$ cat config.mk
export PLATFORM = sky130hd
export DESIGN_NAME = serial_frame_ctrl
export DESIGN_NICKNAME = d
export VERILOG_FILES = /design/src/rtl/serial_frame_ctrl_pkg.sv /design/src/rtl/serial_frame_ctrl_shift_reg_ple.sv /design/src/rtl/serial_frame_ctrl.sv
export SDC_FILE = /design/constraint.sdc
export NUM_CORES = 1
export LEC_CHECK = 0
export CAP_MARGIN = 20
export CORE_MARGIN = 1.5
export CORE_UTILIZATION = 54
export DETAILED_ROUTE_END_ITERATION = 10
export HOLD_SLACK_MARGIN = 0.06
export PLACE_DENSITY_LB_ADDON = 0.1
export SETUP_SLACK_MARGIN = 0.15
export SLEW_MARGIN = 10
export SYNTH_ARGS = -nofsm -noshare
export SYNTH_HDL_FRONTEND = slang
export SYNTH_SLANG_ARGS = --single-unit
$ cat constraint.sdc
create_clock -name clk -period 5.1 [get_ports clk]
set_input_delay 1.02 -clock clk [delete_from_list [all_inputs] [get_ports clk]]
set_output_delay 1.02 -clock clk [all_outputs]
set_load 0.02 [all_outputs]
$ cat src/rtl/serial_frame_ctrl_pkg.sv
// Shared encodings for the serial frame sequencer: FSM states, counter widths
// and the bundle of registered strobes the controller drives.
package serial_pkg;

  localparam int FRAME_CNT_W = 16;
  localparam int GAP_CNT_W   = 4;

  typedef enum logic [1:0] {
    ST_IDLE  = 2'd0,
    ST_SHIFT = 2'd1,
    ST_GAP   = 2'd2
  } state_e;

  typedef struct packed {
    logic in_ready;
    logic ser_en;
    logic frame_start;
    logic busy;
    logic done;
  } strb_t;

  localparam strb_t STRB_RST = '{in_ready: 1'b1, default: 1'b0};

endpackage

$ cat src/rtl/serial_frame_ctrl_shift_reg_ple.sv
// Parallel-load shift chain with enable and selectable shift direction.
// The head bit is a flop output; zeros fill in behind the data.
module shift_reg_ple #(
  parameter int WIDTH     = 8,
  parameter bit MSB_FIRST = 1'b1
) (
  input  logic             clk,
  input  logic             reset,
  input  logic             i_clr,
  input  logic             i_load,
  input  logic             i_en,
  input  logic [WIDTH-1:0] i_data,
  output logic             o_head
);

  logic [WIDTH-1:0] r_q;
  logic [WIDTH-1:0] w_shifted;

  generate
    if (MSB_FIRST) begin : g_msb
      assign w_shifted = {r_q[WIDTH-2:0], 1'b0};
      assign o_head    = r_q[WIDTH-1];
    end else begin : g_lsb
      assign w_shifted = {1'b0, r_q[WIDTH-1:1]};
      assign o_head    = r_q[0];
    end
  endgenerate

  // Clear beats load so an abort always leaves the line quiet.
  always_ff @(posedge clk or posedge reset) begin
    if (reset)       r_q <= '0;
    else if (i_clr)  r_q <= '0;
    else if (i_load) r_q <= i_data;
    else if (i_en)   r_q <= w_shifted;
  end

endmodule

$ cat src/rtl/serial_frame_ctrl.sv
// Frame sequencer: accepts a parallel word, shifts it out one bit per clock,
// then inserts an idle gap. All strobes are registered.
module serial_frame_ctrl
  import serial_pkg::*;
#(
  parameter int WIDTH     = 8,
  parameter int GAP       = 1,
  parameter bit MSB_FIRST = 1'b1
) (
  input  logic                   clk,
  input  logic                   reset,
  input  logic                   i_in_valid,
  input  logic [WIDTH-1:0]       i_in_data,
  output logic                   o_in_ready,
  input  logic                   i_abort,
  output logic                   o_ser_out,
  output logic                   o_ser_en,
  output logic                   o_frame_start,
  output logic                   o_busy,
  output logic                   o_done,
  output logic [FRAME_CNT_W-1:0] o_frames_sent
);

  localparam int CNT_W = $clog2(WIDTH);
  localparam logic [CNT_W-1:0]     LAST_BIT = CNT_W'(WIDTH - 1);
  localparam logic [GAP_CNT_W-1:0] LAST_GAP = (GAP > 0) ? GAP_CNT_W'(GAP - 1) : '0;

  state_e                 r_state, w_state_nxt;
  logic [CNT_W-1:0]       r_bit_cnt, w_bit_cnt_nxt;
  logic [GAP_CNT_W-1:0]   r_gap_cnt, w_gap_cnt_nxt;
  logic [FRAME_CNT_W-1:0] r_frames, w_frames_nxt;
  strb_t                  r_strb, w_strb_nxt;
  logic                   w_load, w_shift, w_clr;

  always_ff @(posedge clk or posedge reset) begin
    if (reset) begin
      r_state   <= ST_IDLE;
      r_bit_cnt <= '0;
      r_gap_cnt <= '0;
      r_frames  <= '0;
      r_strb    <= STRB_RST;
    end else begin
      r_state   <= w_state_nxt;
      r_bit_cnt <= w_bit_cnt_nxt;
      r_gap_cnt <= w_gap_cnt_nxt;
      r_frames  <= w_frames_nxt;
      r_strb    <= w_strb_nxt;
    end
  end

  always_comb begin
    w_state_nxt   = r_state;
    w_bit_cnt_nxt = r_bit_cnt;
    w_gap_cnt_nxt = r_gap_cnt;
    w_frames_nxt  = r_frames;
    w_strb_nxt    = '0;
    w_load        = 1'b0;
    w_shift       = 1'b0;
    w_clr         = 1'b0;
    case (r_state)
      ST_IDLE: begin
        // abort in IDLE suppresses acceptance
        if (r_strb.in_ready && i_in_valid && !i_abort) begin
          w_load                 = 1'b1;
          w_state_nxt            = ST_SHIFT;
          w_bit_cnt_nxt          = '0;
          w_strb_nxt.ser_en      = 1'b1;
          w_strb_nxt.frame_start = 1'b1;
        end
      end
      ST_SHIFT: begin
        if (i_abort) begin
          w_clr         = 1'b1;
          w_bit_cnt_nxt = '0;
          w_state_nxt   = ST_IDLE;
        end else begin
          w_shift = 1'b1;
          if (r_bit_cnt == LAST_BIT) begin
            w_bit_cnt_nxt   = '0;
            w_gap_cnt_nxt   = '0;
            w_frames_nxt    = r_frames + 1'b1;
            w_strb_nxt.done = 1'b1;
            w_state_nxt     = (GAP > 0) ? ST_GAP : ST_IDLE;
          end else begin
            w_bit_cnt_nxt     = r_bit_cnt + 1'b1;
            w_strb_nxt.ser_en = 1'b1;
          end
        end
      end
      ST_GAP: begin
        if (i_abort || r_gap_cnt == LAST_GAP) begin
          w_gap_cnt_nxt = '0;
          w_state_nxt   = ST_IDLE;
        end else begin
          w_gap_cnt_nxt = r_gap_cnt + 1'b1;
        end
      end
      default: w_state_nxt = ST_IDLE;
    endcase
    w_strb_nxt.busy     = (w_state_nxt != ST_IDLE);
    w_strb_nxt.in_ready = (w_state_nxt == ST_IDLE);
  end

  shift_reg_ple #(
    .WIDTH    (WIDTH),
    .MSB_FIRST(MSB_FIRST)
  ) u_chain (
    .clk   (clk),
    .reset (reset),
    .i_clr (w_clr),
    .i_load(w_load),
    .i_en  (w_shift),
    .i_data(i_in_data),
    .o_head(o_ser_out)
  );

  assign o_in_ready    = r_strb.in_ready;
  assign o_ser_en      = r_strb.ser_en;
  assign o_frame_start = r_strb.frame_start;
  assign o_busy        = r_strb.busy;
  assign o_done        = r_strb.done;
  assign o_frames_sent = r_frames;

endmodule
### Yosys cells after proc, flatten, opt, wreduce, memory -nomap -nowiden

Index checks and enable logic that the tools add are counted.

| cells by class | value |
|---|---|
| $add $sub $neg | 3 |
| multiply operators | 0 |
| div/mod/pow operators | 0 |
| order comparisons | 0 |
| equal/unequal tests | 6 |
| shift operators | 0 |
| muxes and demuxes | 30 |
| bitwise logic cells | 1 |
| reductions and logical operators | 14 |

Operators by type and width:

| operator | count |
|---|---|
| 8-bit 2-to-1 mux | 3 |
| 16-bit by 1-bit adder with 16-bit output (second input constant) | 1 |
| 1-bit 2-to-1 mux | 12 |
| 4-bit 2-to-1 mux | 3 |
| 2-bit 2-to-1 mux | 5 |
| 3-bit 2-to-1 mux | 3 |
| 4-bit case mux with 2 select lines | 1 |
| 2-bit != test (second input constant) | 3 |
| 2-bit case mux with 3 select lines | 1 |
| 3-bit case mux with 2 select lines | 1 |
| 3-bit AND reduction | 2 |
| 2-bit nonzero test | 3 |
| 4-bit by 1-bit adder with 4-bit output (second input constant) | 1 |
| 2-bit zero test | 2 |
| 4-bit zero test | 1 |
| 3-bit by 1-bit adder with 3-bit output (second input constant) | 1 |
| 3-bit equality test (second input constant) | 1 |
| 3-bit nonzero test | 1 |
| 2-bit by 1-bit equality test with 1-bit output (second input constant) | 1 |
| 2-bit equality test (second input constant) | 1 |
| 1-bit logical AND | 2 |
| 1-bit case mux with 2 select lines | 1 |
| 2-bit AND reduction | 1 |
| 1-bit zero test | 1 |
| 2 further kinds | 2 |

| storage, ports and cells | value |
|---|---|
| flip-flop bits (word level) | 38 |
| bits in latches | 0 |
| bits in writable memories | 0 |
| ROM bits | 0 |
| input bits | 12 |
| output and inout port bits | 22 |
| logic and storage cells | 64 |
| memories | 0 |

### Depth between registers and ports, before layout

Gate-level depths: netlist of run 1.

| logic depth | value |
|---|---|
| depth after elaboration | 6 |
| gate-level depth with buffers | 8 |
| depth with buffers taken out | 6 |

### By module

From an unflattened synthesis of run 1, not the netlist that was laid out.

| second synthesis, totals | value |
|---|---|
| cells, all modules | 154 |
| area total of the unflattened synthesis | 1,789.2 um^2 |

By module, submodules not included:

| module | instances | cells each | area an instance (um^2) | seq. area each (um^2) |
|---|---|---|---|---|
| serial_frame_ctrl | 1 | 118 | 1,376.3 | 752.0 |
| shift_reg_ple | 1 | 36 | 412.9 | 200.2 |

### Least setup slack after synthesis of run 1

Ideal clock, no wire load.

| timing path | value |
|---|---|
| path kind | input port to flip-flop |
| start point | input i_abort |
| end point | register u_chain.r_q[0] |
| setup time | 122 ps |
| arrival | 1,985 ps |
| required time | 4,978 ps |
| slack | 2,993 ps |
| stages | 5 |
| path buffers | 1 |
| path through | or4_1 > buf_2 > clkinv_2 > nor2_1 > a32o_1 |

| between the ends | value |
|---|---|
| word-level cells in the longest chain between the ends | 6 |
| elaborated cells between the ends (all ways) | 11 |
| classes of those cells | mux (8); reduce/logical (3) |

Ends and longest elaborated chain:

| what | line | text |
|---|---|---|
| start, declared | serial_frame_ctrl.sv:15 | `input logic i_abort,` |
| 1-bit zero test | serial_frame_ctrl.sv:63 | `if (r_strb.in_ready && i_in_valid && !i_abort) begin` |
| 1-bit logical AND | serial_frame_ctrl.sv:63 |  |
| 1-bit 2-to-1 mux | serial_frame_ctrl.sv:63 |  |
| 1-bit 2-to-1 mux | serial_frame_ctrl.sv:60 | `case (r_state)` |
| 8-bit 2-to-1 mux | serial_frame_ctrl_shift_reg_ple.sv:33 | `else if (i_load) r_q <= i_data;` |
| 8-bit 2-to-1 mux | serial_frame_ctrl_shift_reg_ple.sv:32 | `else if (i_clr) r_q <= '0;` |
| end signal, assigned | serial_frame_ctrl_shift_reg_ple.sv:33 |  |
| end signal, assigned | serial_frame_ctrl_shift_reg_ple.sv:34 | `else if (i_en) r_q <= w_shifted;` |
| end, declared | serial_frame_ctrl_shift_reg_ple.sv:16 | `logic [WIDTH-1:0] r_q;` |

Parallel ways exist; a longest one is shown, timed or not.
A chain may end at the register's enable or synchronous reset.

### Worst setup path in the final report of run 1

Ends and elaborated chain as after synthesis.

==> metrics.txt, run 1 <==
# TYPE chip_impl_metric gauge
chip_impl_metric{name="synth_area",unit="µm²"} 1695
chip_impl_metric{name="worst_ir_drop_vdd",unit="mV"} 0.1875
chip_impl_metric{name="fraction_of_registers_with_async_set_reset",unit="%"} 100.0
chip_impl_metric{name="worst-endpoint-required",unit="ns"} 5.33
chip_impl_info{name="worst_hold_path_type",value="reg2reg"} 1
chip_impl_info{name="crit_path_start_kind",value="input pin"} 1
chip_impl_metric{name="drc_errors",unit=""} 0
chip_impl_metric{name="vias",unit=""} 1249
chip_impl_metric{name="hold_slack",unit="ns"} 0.4920
chip_impl_metric{name="drt-initial-drc-count",unit=""} 45
chip_impl_metric{name="tightest_slew",unit="ns"} 0.6771
chip_impl_metric{name="placement.io_buffers",unit=""} 33
chip_impl_metric{name="final_period_minus_worst_setup_slack",unit="ns"} 2.657
chip_impl_info{name="status",value="finished clean"} 1
chip_impl_metric{name="nFillCells",unit=""} 242
chip_impl_metric{name="place.detailed.hpwl",unit="µm"} 2140
chip_impl_metric{name="cts_buffers",unit=""} 5
chip_impl_info{name="timing.critical_path.slowest_stage_cell",value="or4_1"} 1
chip_impl_metric{name="post-cts-setup-buffer-count",unit=""} 0
chip_impl_metric{name="count_of_h_tree_levels_built_during_cts",unit=""} 2
chip_impl_metric{name="synthDominantCellAreaShare",unit="%"} 54.61
chip_impl_metric{name="total_neg_setup_slack",unit="ns"} 0
chip_impl_metric{name="synthesis.area_per_instance",unit="µm²"} 10.60
chip_impl_info{name="synth.most_common_cell",value="dfrtp_1"} 1
chip_impl_metric{name="leakage",unit="nW"} 0.9247
chip_impl_metric{name="grt_start_max_net_pins",unit=""} 39
chip_impl_metric{name="synth-edff-count",unit=""} 0
chip_impl_metric{name="clk_pin_slew_worst_paths",unit="ns"} 0.10
chip_impl_metric{name="timing.critical_path.arrival",unit="ns"} 2.89
chip_impl_metric{name="timing_hold_violations_final",unit=""} 0
chip_impl_metric{name="critical-path-max-stage-delay",unit="ns"} 0.72
chip_impl_metric{name="die-width",unit="µm"} 59.03
chip_impl_metric{name="fp.dieH",unit="µm"} 59.03
chip_impl_metric{name="ctsResizeCount",unit=""} 0
chip_impl_info{name="cp_cell_sequence",value="clkdlybuf4s50_1, or4_1, clkinv_2, nor2_1, a32o_1"} 1
chip_impl_metric{name="grt_usage",unit="%"} 19.98
chip_impl_metric{name="synth_cell_types",unit=""} 32
chip_impl_metric{name="antennaDiodeCount",unit=""} 0
chip_impl_info{name="ys_top_cells_by_area",value="dfrtp_1 55%, xnor2_1 6.7%, nand2_1 4.9%"} 1
chip_impl_metric{name="max-cap-violations",unit=""} 0
chip_impl_metric{name="maxSlewViolCount",unit=""} 0
chip_impl_metric{name="globalRoute.totalOverflow",unit=""} 0
chip_impl_metric{name="drt-pass1-iter-count",unit=""} 4
chip_impl_metric{name="grt_pass1_wl",unit="µm"} 5126
chip_impl_metric{name="drt_wl_total",unit="µm"} 3094
chip_impl_metric{name="multi_input_area",unit="µm²"} 664.4
chip_impl_metric{name="skew",unit="ns"} 0.01020
chip_impl_info{name="dominantRegCellSynth",value="dfrtp_1"} 1
chip_impl_metric{name="antenna_found_initial",unit=""} 0
chip_impl_metric{name="maxSlewHeadroom",unit="%"} 54.86
chip_impl_metric{name="drtAntennaViolNets",unit=""} 0
chip_impl_metric{name="clockBufferDepth",unit=""} 2
chip_impl_info{name="synth.largest_area_cell",value="dfrtp_1"} 1
chip_impl_metric{name="cts.sink_count",unit=""} 38
chip_impl_metric{name="final_util",unit="%"} 69.38
chip_impl_metric{name="ys.warnings.count",unit=""} 0
chip_impl_metric{name="detail_route.vias_per_cell",unit=""} 5.248
chip_impl_metric{name="reg2reg_slack",unit="ns"} 3.24
chip_impl_metric{name="power.density_cell_area",unit="nW/µm²"} 287.1
chip_impl_metric{name="area_growth",unit="%"} 23.91
chip_impl_metric{name="power_total",unit="mW"} 0.6031
chip_impl_info{name="synth_commonest_cells",value="37 x dfrtp_1, 22 x nand2_1, 13 x o21ai_0, 13 x xnor2_1, 9 x a21oi_1"} 1
chip_impl_metric{name="worst-path-max-fanout",unit=""} 19
chip_impl_metric{name="synth_nets",unit=""} 177
chip_impl_info{name="grt_setup_unrepaired",value="no"} 1
chip_impl_metric{name="floorplan.io_pins",unit=""} 34
chip_impl_metric{name="full_die_area",unit="µm²"} 3485
chip_impl_info{name="timing.critical_path.to_type",value="register"} 1
chip_impl_metric{name="nets",unit=""} 210
chip_impl_metric{name="start_util",unit="%"} 55.99
chip_impl_metric{name="layout_cell_share_with_drive_strength_beyond_1",unit="%"} 7.732
chip_impl_metric{name="register_area",unit="µm²"} 952.2
chip_impl_metric{name="placement_rows",unit=""} 20
chip_impl_info{name="clockRootBuffer",value="clkbuf_4"} 1
chip_impl_metric{name="post_syn_instances",unit=""} 160
chip_impl_info{name="worstSetupPathType",value="in2reg"} 1
chip_impl_metric{name="drt-wirelength-per-cell",unit="µm"} 13.00
chip_impl_metric{name="number_of_global_route_vias_before_repair",unit=""} 1195
chip_impl_metric{name="fp.coreArea",unit="µm²"} 3028
chip_impl_metric{name="clock_latency",unit="ns"} 0.35
chip_impl_metric{name="setup_viol_count_final",unit=""} 0
chip_impl_metric{name="fmax",unit="GHz"} 0.3764
chip_impl_metric{name="cts_hold_repair.buffers",unit=""} 0
chip_impl_info{name="tritoncts",value="built"} 1
chip_impl_metric{name="period_share",unit="%"} 52.10
chip_impl_metric{name="gp_congestion",unit=""} 0.7586
chip_impl_metric{name="synth_seq_area_share",unit="%"} 56.16
chip_impl_metric{name="synth.ff_latch_count",unit=""} 38
## registers in the layout, indices dropped and copies added (netlist names)
| register | count |
|---|---|
| o_busy | 1 |
| o_done | 1 |
| o_frame_start | 1 |
| o_frames_sent | 16 |
| o_in_ready | 1 |
| o_ser_en | 1 |
| r_bit_cnt | 3 |
| r_gap_cnt | 4 |
| r_state | 2 |
| u_chain.r_q | 8 |
## cell type report
class | count | area share, %
multi-input cells | 106 | 31.63
flip-flops and latches | 38 | 45.32
well taps | 44 | 2.621
repair buffers | 34 | 16.08
clock inverters | 1 | 0.2382
inverters | 8 | 1.489
clock buffers | 7 | 2.621
## worst paths after layout
| check | from | end | cells past startpoint |
|---|---|---|---|
| worst max-delay path | i_abort | u_chain.r_q[0] | 5 |
| worst min-delay path | o_frames_sent[15] | o_frames_sent[15] | 1 |
| worst max register to register | r_bit_cnt[1] | o_frames_sent[15] | 6 |
| worst min register to register | o_frames_sent[15] | o_frames_sent[15] | 1 |
| max in group asynchronous | reset | o_in_ready | 3 |
| min in group asynchronous | reset | o_frames_sent[7] | 3 |
## layer usage
layer  vias to the layer above  track usage [%]  share of wire [%]
met4                         0            9.091                1.8
met2                        27            35.56                 53
met1                       609            21.50                 40
met5                         -                0                  0
met3                         6            6.332                4.8
li1                        607                -                  -
## worst max-delay path: cells and delay by family
kind,cells,cell delay (ns)
AO/OA/AOI/OAI,1,0.21
AND/OR/NAND/NOR,2,0.78
buffers and inverters,2,0.88
## where the power goes
| group | leakage, nW | switching [mW] | internal, mW |
|---|---|---|---|
| logic | 0.379 | 0.0508 | 0.0445 |
| registers | 0.510 | 0.0174 | 0.331 |
| clock network | 0.0353 | 0.0924 | 0.0668 |
## through the flow
step	std cells	worst slack (ns)	area [µm²]
2_1_floorplan	160	2.993	1695
3_3_place_gp	230	2.157	2041
3_5_place_dp	230	2.113	2041
4_1_cts	238	2.461	2101
5_1_grt	238	2.322	2101
6_report	238	2.443	2101
## logic make-up after synthesis
kind of cell | after synthesis | synth area share [%]
simple gates | 57 | 17.34
mux | 2 | 1.328
flops | 38 | 56.16
buf+inv | 16 | 4.649
compound gates | 26 | 8.561
xor+xnor | 16 | 8.266
fa+ha+maj | 5 | 3.690
## cell usage in the layout (no fill, tap or decap), types with 2 or more instances in the layout
cell type,instances
xnor2_1,13
a21oi_1,9
nand4_1,4
ha_1,5
nand2_1,22
clkdlybuf4s50_1,33
nor2_1,7
xor2_1,3
dfrtp_1,37
nor3b_1,7
inv_1,7
mux2_2,2
clkinv_2,2
clkbuf_4,5
o21ai_0,13
nand3_1,8
Power figures use the tool's default switching activity.
==> run 2, diff against run 1 <==
--- a/config.mk
+++ b/config.mk
@@ -7,7 +7,7 @@
 export LEC_CHECK = 0
 export CAP_MARGIN = 20
 export CORE_MARGIN = 1.5
-export CORE_UTILIZATION = 54
+export CORE_UTILIZATION = 45
 export DETAILED_ROUTE_END_ITERATION = 10
 export HOLD_SLACK_MARGIN = 0.06
 export PLACE_DENSITY_LB_ADDON = 0.1
==> constraint.sdc (replaced) <==
create_clock -name clk -period 2.25 [get_ports clk]
set_input_delay 0.45 -clock clk [delete_from_list [all_inputs] [get_ports clk]]
set_output_delay 0.45 -clock clk [all_outputs]
set_load 0.02 [all_outputs]
==> run 2 against run 1 <==
Worst setup slack worse by 2.0 ns. Via count is 0.56% higher. Total power is 150% higher. Die area is 19% higher. Clock skew is 0.0076 ns lower. Largest cell class unchanged.
==> metrics.txt, run 2 (synthesis results as in run 1) <==
# TYPE chip_impl_metric gauge
chip_impl_info{name="tritoncts",value="built"} 1
chip_impl_metric{name="fp.coreArea",unit="µm²"} 3633
chip_impl_metric{name="leakage",unit="nW"} 0.9622
chip_impl_metric{name="power_total",unit="mW"} 1.486
chip_impl_metric{name="route.met3.wl",unit="µm"} 149
chip_impl_metric{name="tightest_slew",unit="ns"} 0.6250
chip_impl_metric{name="drt_wl_total",unit="µm"} 3081
chip_impl_metric{name="largest_register_ffs",unit=""} 16
chip_impl_info{name="grt_setup_unrepaired",value="no"} 1
chip_impl_metric{name="drt-wirelength-per-cell",unit="µm"} 12.47
chip_impl_info{name="cpLargestDelayFamily",value="buffers and inverters"} 1
chip_impl_info{name="timing.critical_path.slowest_stage_cell",value="clkdlybuf4s50_1"} 1
chip_impl_metric{name="worst_ir_drop_vdd",unit="mV"} 0.5002
chip_impl_info{name="cp_cell_sequence",value="clkdlybuf4s50_1"} 1
chip_impl_metric{name="cts_buffers",unit=""} 5
chip_impl_metric{name="start_util",unit="%"} 46.66
chip_impl_metric{name="globalRoute.totalOverflow",unit=""} 0
chip_impl_metric{name="gp_congestion",unit=""} 0.7632
chip_impl_metric{name="timing_hold_violations_final",unit=""} 0
chip_impl_metric{name="final_period_minus_worst_setup_slack",unit="ns"} 1.857
chip_impl_info{name="status",value="finished clean"} 1
chip_impl_metric{name="detail_route.vias_per_cell",unit=""} 5.085
chip_impl_metric{name="grt_start_max_net_pins",unit=""} 39
chip_impl_metric{name="fmax",unit="GHz"} 0.5386
chip_impl_metric{name="floorplan.io_pins",unit=""} 34
chip_impl_metric{name="skew",unit="ns"} 0.002590
chip_impl_metric{name="clk_pin_slew_worst_paths",unit="ns"} 0.07
chip_impl_metric{name="post-cts-setup-buffer-count",unit=""} 0
chip_impl_metric{name="maxSlewHeadroom",unit="%"} 58.33
chip_impl_metric{name="placement_rows",unit=""} 22
chip_impl_info{name="regToRegEndpoint",value="o_frames_sent[15]"} 1
chip_impl_metric{name="met2RoutedLength",unit="µm"} 1534
chip_impl_info{name="clockRootBuffer",value="clkbuf_8"} 1
chip_impl_metric{name="number_of_global_route_vias_before_repair",unit=""} 1249
chip_impl_metric{name="ctsResizeCount",unit=""} 0
chip_impl_metric{name="layout_cell_share_with_drive_strength_beyond_1",unit="%"} 10.05
chip_impl_metric{name="timing.reg2reg.worst_path_depth",unit=""} 6
chip_impl_metric{name="maxSlewViolCount",unit=""} 0
chip_impl_metric{name="place.detailed.hpwl",unit="µm"} 2188
chip_impl_metric{name="clock_latency",unit="ns"} 0.28
chip_impl_info{name="dr.max_layer_used",value="met4"} 1
chip_impl_metric{name="total_neg_setup_slack",unit="ns"} 0
chip_impl_metric{name="clockBufferDepth",unit=""} 2
chip_impl_metric{name="antennaDiodeCount",unit=""} 0
chip_impl_metric{name="power.density_cell_area",unit="nW/µm²"} 683.4
chip_impl_metric{name="register_area",unit="µm²"} 952.2
chip_impl_metric{name="cp.depth",unit=""} 1
chip_impl_metric{name="grt_usage",unit="%"} 17.09
chip_impl_metric{name="fin_cells",unit=""} 247
chip_impl_metric{name="timing.critical_path.arrival",unit="ns"} 1.41
chip_impl_metric{name="critical_path_buf_inv_count",unit=""} 1
chip_impl_metric{name="nFillCells",unit=""} 330
chip_impl_metric{name="grt_pass1_wl",unit="µm"} 5444
chip_impl_metric{name="nets",unit=""} 215
chip_impl_metric{name="antenna_found_initial",unit=""} 0
chip_impl_metric{name="cts.sink_count",unit=""} 38
chip_impl_info{name="worst_hold_path_type",value="reg2reg"} 1
chip_impl_metric{name="total_placed_cells_including_tap_cells",unit=""} 239
chip_impl_metric{name="m1WireLength",unit="µm"} 1357
chip_impl_metric{name="worst-endpoint-required",unit="ns"} 1.80
chip_impl_metric{name="worst-path-max-fanout",unit=""} 2
chip_impl_metric{name="full_die_area",unit="µm²"} 4145
chip_impl_info{name="worstSetupPathType",value="reg2out"} 1
chip_impl_metric{name="multi_input_area",unit="µm²"} 664.4
chip_impl_metric{name="placement.io_buffers",unit=""} 33
chip_impl_metric{name="vias",unit=""} 1256
chip_impl_info{name="most_frequent_standard_cell_in_the_layout_excluding_fill_and_tap_cells",value="dfrtp_1"} 1
chip_impl_info{name="crit_path_start_kind",value="register"} 1
chip_impl_metric{name="drt-pass1-iter-count",unit=""} 4
chip_impl_metric{name="area_growth",unit="%"} 28.27
chip_impl_metric{name="reg2reg_slack",unit="ns"} 0.44
chip_impl_metric{name="critical-path-max-stage-delay",unit="ns"} 0.60
chip_impl_metric{name="setup_viol_count_final",unit=""} 0
chip_impl_metric{name="drt-initial-drc-count",unit=""} 67
chip_impl_info{name="regToRegStartpoint",value="r_bit_cnt[0]"} 1
chip_impl_info{name="timing.critical_path.to",value="o_in_ready"} 1
chip_impl_info{name="timing.critical_path.to_type",value="output pin"} 1
chip_impl_metric{name="count_of_h_tree_levels_built_during_cts",unit=""} 2
chip_impl_info{name="final_cell_mix",value="37 x dfrtp_1, 33 x clkdlybuf4s50_1, 22 x nand2_1, 13 x xnor2_1, 13 x o21ai_0"} 1
chip_impl_metric{name="cts_hold_repair.buffers",unit=""} 0
chip_impl_metric{name="drtAntennaViolNets",unit=""} 0
chip_impl_metric{name="drc_errors",unit=""} 0
chip_impl_metric{name="die-width",unit="µm"} 64.38
chip_impl_metric{name="period_share",unit="%"} 82.52
chip_impl_metric{name="fp.dieH",unit="µm"} 64.38
chip_impl_metric{name="max-cap-violations",unit=""} 0
chip_impl_info{name="setup.worst_path.start",value="o_in_ready"} 1
==> run 2: cell types whose count changed in the layout (fill, tap and decap cells not counted) <==
cell,change
buf_4,+5
clkbuf_4,-5
clkbuf_8,+5
==> run 2: final cells by class <==
class / count / share of cell area (%)
Clock buffer: 7 / 3.970
Inverter: 8 / 1.438
Sequential cell: 38 / 43.79
Multi-Input combinational cell: 106 / 30.55
Tap cell: 48 / 2.762
Timing Repair Buffer: 39 / 17.26
Clock inverter: 1 / 0.2301
==> run 2: worst min-delay path by stage <==
stage                                 start           endpoint  slack (ns)  depth (start not counted)
after floorplan              u_chain.r_q[0]     u_chain.r_q[0]        0.46                          1
after global placement    o_frames_sent[15]  o_frames_sent[15]        0.46                          1
after detailed placement  o_frames_sent[15]  o_frames_sent[15]        0.47                          1
after CTS                 o_frames_sent[15]  o_frames_sent[15]        0.48                          1
after global routing      o_frames_sent[15]  o_frames_sent[15]        0.50                          1
final                     o_frames_sent[15]  o_frames_sent[15]        0.47                          1
==> run 2: power by group <==
part	switching, mW	internal, mW	total (mW)	leakage (nW)
registers	0.0378	0.751	0.789	0.510
clock network	0.220	0.247	0.467	0.0482
logic	0.119	0.111	0.229	0.403
==> run 2: layer usage <==
layer  up-vias  global-route usage [%]
met4         0                   6.383
met3         6                   4.577
li1        616                       -
met5         -                       0
met2        32                   28.65
met1       602                   21.14
==> run 2: through the flow <==
stage               cell area, µm²  hold WS [ns]  utilization (%)  setup WS (ns)
floorplan                     1695        0.4579                -         0.5447
global placement              2083        0.4621            57.33         0.1406
detailed placement            2083        0.4696            57.33         0.1023
CTS                           2175        0.4826            59.85         0.3780
global route                  2175        0.5047            59.85         0.2911
finish                        2175        0.4742            59.85         0.3932
